===== config.mk =====
export PLATFORM = sky130hd
export DESIGN_NAME = demux_reg
export DESIGN_NICKNAME = d
export VERILOG_FILES = /design/src/rtl/demux_pkg.sv /design/src/rtl/demux_slot.sv /design/src/rtl/demux_reg.sv
export SDC_FILE = /design/constraint.sdc
export NUM_CORES = 1
export LEC_CHECK = 0
export CAP_MARGIN = 20
export CORE_MARGIN = 3
export CORE_UTILIZATION = 49
export CTS_CLUSTER_DIAMETER = 100
export DETAILED_ROUTE_END_ITERATION = 8
export PLACE_DENSITY = 0.82
export SLEW_MARGIN = 40
export SYNTH_ARGS = -nofsm -noshare
export SYNTH_HDL_FRONTEND = slang
export SYNTH_SLANG_ARGS = --single-unit

===== constraint.sdc =====
create_clock -name clk -period 8.63 [get_ports clk]
set_input_delay 2.1575 -clock clk [delete_from_list [all_inputs] [get_ports clk]]
set_output_delay 2.1575 -clock clk [all_outputs]
set_load 0.02 [all_outputs]

===== src/rtl/demux_pkg.sv =====
// rtl/demux_pkg.sv - shared types and constants for the 1-to-8 byte demultiplexer
//
// Purpose: common widths and typedefs used by demux_reg and demux_slot.
// Contents:
//   WIDTH_DEF - default channel data width
//   N_CH      - number of output channels
//   chan_t    - channel index type
//   data_t    - byte type at the default width
package demux_pkg;

  localparam int WIDTH_DEF = 8;
  localparam int N_CH      = 8;

  typedef logic [2:0]           chan_t;
  typedef logic [WIDTH_DEF-1:0] data_t;

endpackage


===== src/rtl/demux_slot.sv =====
// rtl/demux_slot.sv - one-entry channel holding register with valid flag
//
// Purpose: holds one byte for a single consumer until it is taken.
// Ports:
//   clk      - clock, rising edge
//   rst      - asynchronous active-high reset
//   load     - write data_in this cycle (wins over drain)
//   data_in  - byte to store
//   drain    - consumer takes the held byte this cycle
//   data_out - held byte (meaningful only while valid=1)
//   valid    - slot holds an unconsumed byte
module demux_slot
  import demux_pkg::*;
#(
  parameter int WIDTH = WIDTH_DEF
) (
  input  logic             clk,
  input  logic             rst,
  input  logic             load,
  input  logic [WIDTH-1:0] data_in,
  input  logic             drain,
  output logic [WIDTH-1:0] data_out,
  output logic             valid
);

  always_ff @(posedge clk or posedge rst) begin
    if (rst) begin
      data_out <= '0;
      valid    <= 1'b0;
    end else if (load) begin
      // A load in the same cycle as a drain replaces the byte and keeps valid high,
      // which is what lets one channel sustain a byte per cycle.
      data_out <= data_in;
      valid    <= 1'b1;
    end else if (drain) begin
      // Data is left as-is; only the flag is cleared.
      valid <= 1'b0;
    end
  end

endmodule


===== src/rtl/demux_reg.sv =====
// rtl/demux_reg.sv - registered 1-to-8 byte demultiplexer with round-robin option
//
// Purpose: accepts one byte per cycle and steers it into one of eight channel
// holding registers, chosen by select or by an internal round-robin pointer.
// Ports:
//   clk, rst   - clock (rising edge) and asynchronous active-high reset
//   entrada    - input byte
//   select     - destination channel when modo_auto=0
//   modo_auto  - 1: destination is ptr, 0: destination is select
//   in_valid   - producer offers entrada
//   in_ready   - demux can accept this cycle
//   c0..c7     - channel holding-register contents
//   out_valid  - bit k: channel k holds an unconsumed byte
//   out_ready  - bit k: consumer k takes its byte this cycle
//   ptr        - round-robin pointer
//   aceitos    - saturating count of accepted bytes
module demux_reg
  import demux_pkg::*;
#(
  parameter int WIDTH = WIDTH_DEF,
  parameter int CNT_W = 16
) (
  input  logic             clk,
  input  logic             rst,
  input  logic [WIDTH-1:0] entrada,
  input  logic [2:0]       select,
  input  logic             modo_auto,
  input  logic             in_valid,
  output logic             in_ready,
  output logic [WIDTH-1:0] c0,
  output logic [WIDTH-1:0] c1,
  output logic [WIDTH-1:0] c2,
  output logic [WIDTH-1:0] c3,
  output logic [WIDTH-1:0] c4,
  output logic [WIDTH-1:0] c5,
  output logic [WIDTH-1:0] c6,
  output logic [WIDTH-1:0] c7,
  output logic [N_CH-1:0]  out_valid,
  input  logic [N_CH-1:0]  out_ready,
  output logic [2:0]       ptr,
  output logic [CNT_W-1:0] aceitos
);

  chan_t           dest;
  logic            accept;
  logic [N_CH-1:0] load;
  logic [N_CH-1:0] drain;
  logic [WIDTH-1:0] data_q [N_CH];

  // Destination and readiness are purely combinational; in_ready must not look
  // at in_valid so the producer can use it to decide whether to offer.
  always_comb begin
    dest     = modo_auto ? chan_t'(ptr) : chan_t'(select);
    in_ready = !out_valid[dest] || out_ready[dest];
    accept   = in_valid && in_ready;
  end

  for (genvar k = 0; k < N_CH; k++) begin : g_slot
    assign load[k]  = accept && (dest == 3'(k));
    assign drain[k] = out_valid[k] && out_ready[k];

    demux_slot #(
      .WIDTH (WIDTH)
    ) u_slot (
      .clk      (clk),
      .rst      (rst),
      .load     (load[k]),
      .data_in  (entrada),
      .drain    (drain[k]),
      .data_out (data_q[k]),
      .valid    (out_valid[k])
    );
  end

  assign c0 = data_q[0];
  assign c1 = data_q[1];
  assign c2 = data_q[2];
  assign c3 = data_q[3];
  assign c4 = data_q[4];
  assign c5 = data_q[5];
  assign c6 = data_q[6];
  assign c7 = data_q[7];

  // Pointer advances only on accepts made in auto mode; switching modes leaves it alone.
  always_ff @(posedge clk or posedge rst) begin
    if (rst) begin
      ptr <= '0;
    end else if (accept && modo_auto) begin
      ptr <= ptr + 3'd1;
    end
  end

  // Saturating accepted-byte counter: holds at all-ones instead of wrapping.
  always_ff @(posedge clk or posedge rst) begin
    if (rst) begin
      aceitos <= '0;
    end else if (accept && (aceitos != {CNT_W{1'b1}})) begin
      aceitos <= aceitos + 1'b1;
    end
  end

endmodule


==> run summary <==
status - completed
Clock transition at path regs - 0.08 ns
Worst Setup Start Kind - input port
Syn Area/Cell - 13.5 µm²
reg-to-reg endpoint - aceitos[1]$_DFFE_PP0P_
Chip Height - 97.5 µm
PwrDens - 365 nW/µm²
fillers - 581
latest clock arrival within the worst-skew pair - 0.35 ns
worst-case clock buffer depth - 2
Cells after Synth - 303
post-synthesis register bit count - 91
commonest cells after routing, fill and taps aside - clkdlybuf4s50_1, dfrtp_1, mux2_2
gr ovfl total - 0
overall power - 0.00200 W
worst hold start - g_slot[2].u_slot.data_out[2]$_DFFE_PP0P_
initial antenna violation count - 0
minimum clock period - 7.33 ns
P&R area growth vs syn - 33.6%
Slew Limit Headroom - 0.537
Reg2Reg Setup Slack - 6.10 ns
# diodes - 0
critical path class - input port to output port
Final nets - 436
IO Pins - 115
Setup Fix Bufs, Post-CTS - 0
GRT Resource Usage Total - 0.208
via count - 2764
mux cell area share after synthesis - 0.213
I/O Buffers - 114
DP Worst Slack - 1.30 ns
worst min path class - flop to flop
core box area - 7930 µm²
hold_buf cts - 0
antenna-violating nets left - 0
worst-path fanout max - 18
first-pass GRT wire length - 15.6 mm
post_cts resized - 0
synth unique cells - 39
yosys warns - 0
dpl cells - 502
Worst Hold Path Cells - 1
pin count of the biggest net entering global routing - 54
Peak VDD IR - 0.276 mV
Worst Hold End - g_slot[2].u_slot.data_out[2]$_DFFE_PP0P_
setup ws final - 1.30 ns
Rows - 32
Simple-Gate Fraction of Synth Area - 0.0958
commonest non-fill, non-tap cell in the layout - clkdlybuf4s50_1
RD Place Congestion - 0.855
XOR/XNOR share of the synthesized area - 0.0363
sequential area share after synthesis - 0.555
Compound-Gate Fraction of Synth Area - 0.0537
CP endpoint kind - output port
Achievable Freq - 136 MHz
critical path arrival - 5.17 ns
clk sink count - 91
worst r2r src - ptr[1]$_DFFE_PP0P_
Die Area - 9500 µm²
H-tree Lvls - 3
MaxCap Viol Count - 0
Fin Hold WS - 0.494 ns
Lkg Pwr - 2.40 nW
# DRC - 0
layout cells sized above 1 - 0.228
largest family of logic cells by synthesized area - multiplexers
synth top area cells - dfrtp_1, mux2_2, xor2_1
HPWL Detailed - 6.74 mm
RSZ-0062 raised after global routing - false
total CTS buffers - 9
Vias/cell - 5.34
routed len/inst - 18.8 µm
WL final - 9.74 mm
Yosys top cell area share - 0.555
Non-Filler Instances - 518
Worst Tran Pin Value - 0.692 ns
part of the cycle the worst path needs - 0.850
Post-Synth Adder-Cell Area - 0.00610
setup_tns - 0 ns
area of the mapped netlist - 4100 µm²
CTS tree - built
final setup vio count - 0
Root Buffer - clkbuf_8
initial cell density of the core - 0.517
Hold Vio Cnt, Final - 0
Die Span X - 97.5 µm
cell taking the most area after synthesis - dfrtp_1
vias in the first global route - 2965
initial DRC count - 71
Worst Clk Skew - 0.0109 ns
drt pass-1 iters - 4
Req. time, crit path - 6.47 ns
Synthesized Nets - 328
number of cells on the worst reg-to-reg path - 6
Max Slew Vio Count - 0
## report_power, final
group          leakage [nW]  internal, W  total [W]  switching [W]
clock                 0.109     0.000146   0.000303       0.000158
sequential             1.12     0.000607   0.000743       0.000136
combinational          1.17     0.000492   0.000954       0.000462
## worst max path at each step
| stage | from | endpoint | slack [ns] | cells after the start |
|---|---|---|---|---|
| 3_3_place_gp | modo_auto | in_ready | 1.32 | 6 |
| 2_1_floorplan | modo_auto | in_ready | 2.84 | 6 |
| 5_1_grt | modo_auto | in_ready | 1.04 | 6 |
| 3_5_place_dp | modo_auto | in_ready | 1.30 | 6 |
| 6_report | modo_auto | in_ready | 1.30 | 6 |
| 4_1_cts | modo_auto | in_ready | 1.30 | 6 |
## synthesized netlist by cell type, drive strengths merged
master    n
a211oi    4
a21o      4
a31oi     2
and3      5
and3b     3
buf      13
clkbuf    5
dfrtp    91
ha        2
inv      13
mux2     67
mux2i     7
mux4      1
nand2    12
nand2b    4
nand3     4
nand4    10
nand4b    1
nor2     14
nor2b     2
nor3      5
nor3b     3
o2111a    1
o2111ai   1
o21a      1
o21ai     6
o22ai     1
o2bb2ai   1
o31a      1
o32a      1
or2       1
xnor2     1
xor2     16
## critical path, cell delays in order
cell and delay, ns:
clkdlybuf4s50_1 0.91, mux2i_4 0.50, mux2_2 0.40, o2bb2ai_2 0.56, inv_1 0.08, clkdlybuf4s50_1 0.55
## metrics by stage
stage / util / area [µm²]
CTS: 0.690 / 5470
detailed placement: 0.664 / 5260
global route: 0.691 / 5480
global placement: 0.664 / 5260
floorplan: - / 4100
finish: 0.691 / 5480
## cell type report
class                   count  area, µm²  area share
clock inverters             6       72.6      0.0132
well taps                 102        128      0.0233
clock buffers              10        138      0.0251
multi-input cells         181       1670       0.304
flip-flops and latches     91       2280       0.416
repair buffers            115       1150       0.210
inverters                  13       50.0     0.00913
## logic make-up (layout without fill, tap and decap cells)
kind of cell             after synthesis  after routing
flip-flops                            91             91
multiplexers                          75             75
AO/OA/AOI/OAI                         23             23
buffers and inverters                 31            144
AND/OR/NAND/NOR                       64             64
XOR/XNOR                              17             17
adder cells (fa/ha/maj)                2              2
## flip-flops by register name, indices dropped and copies added, names as in the netlist
signal,flops
aceitos,16
g_slot.u_slot.data_out,64
g_slot.u_slot.valid,8
ptr,3
## per-layer routing
metal	wire, µm	track usage	up-vias	part of all wire
met5	0	0	-	0
li1	-	-	1271	-
met1	4050	0.252	1394	0.42
met4	104	0.0660	0	0.011
met3	895	0.0811	8	0.092
met2	4690	0.341	91	0.48
Power figures use the tool's default switching activity.
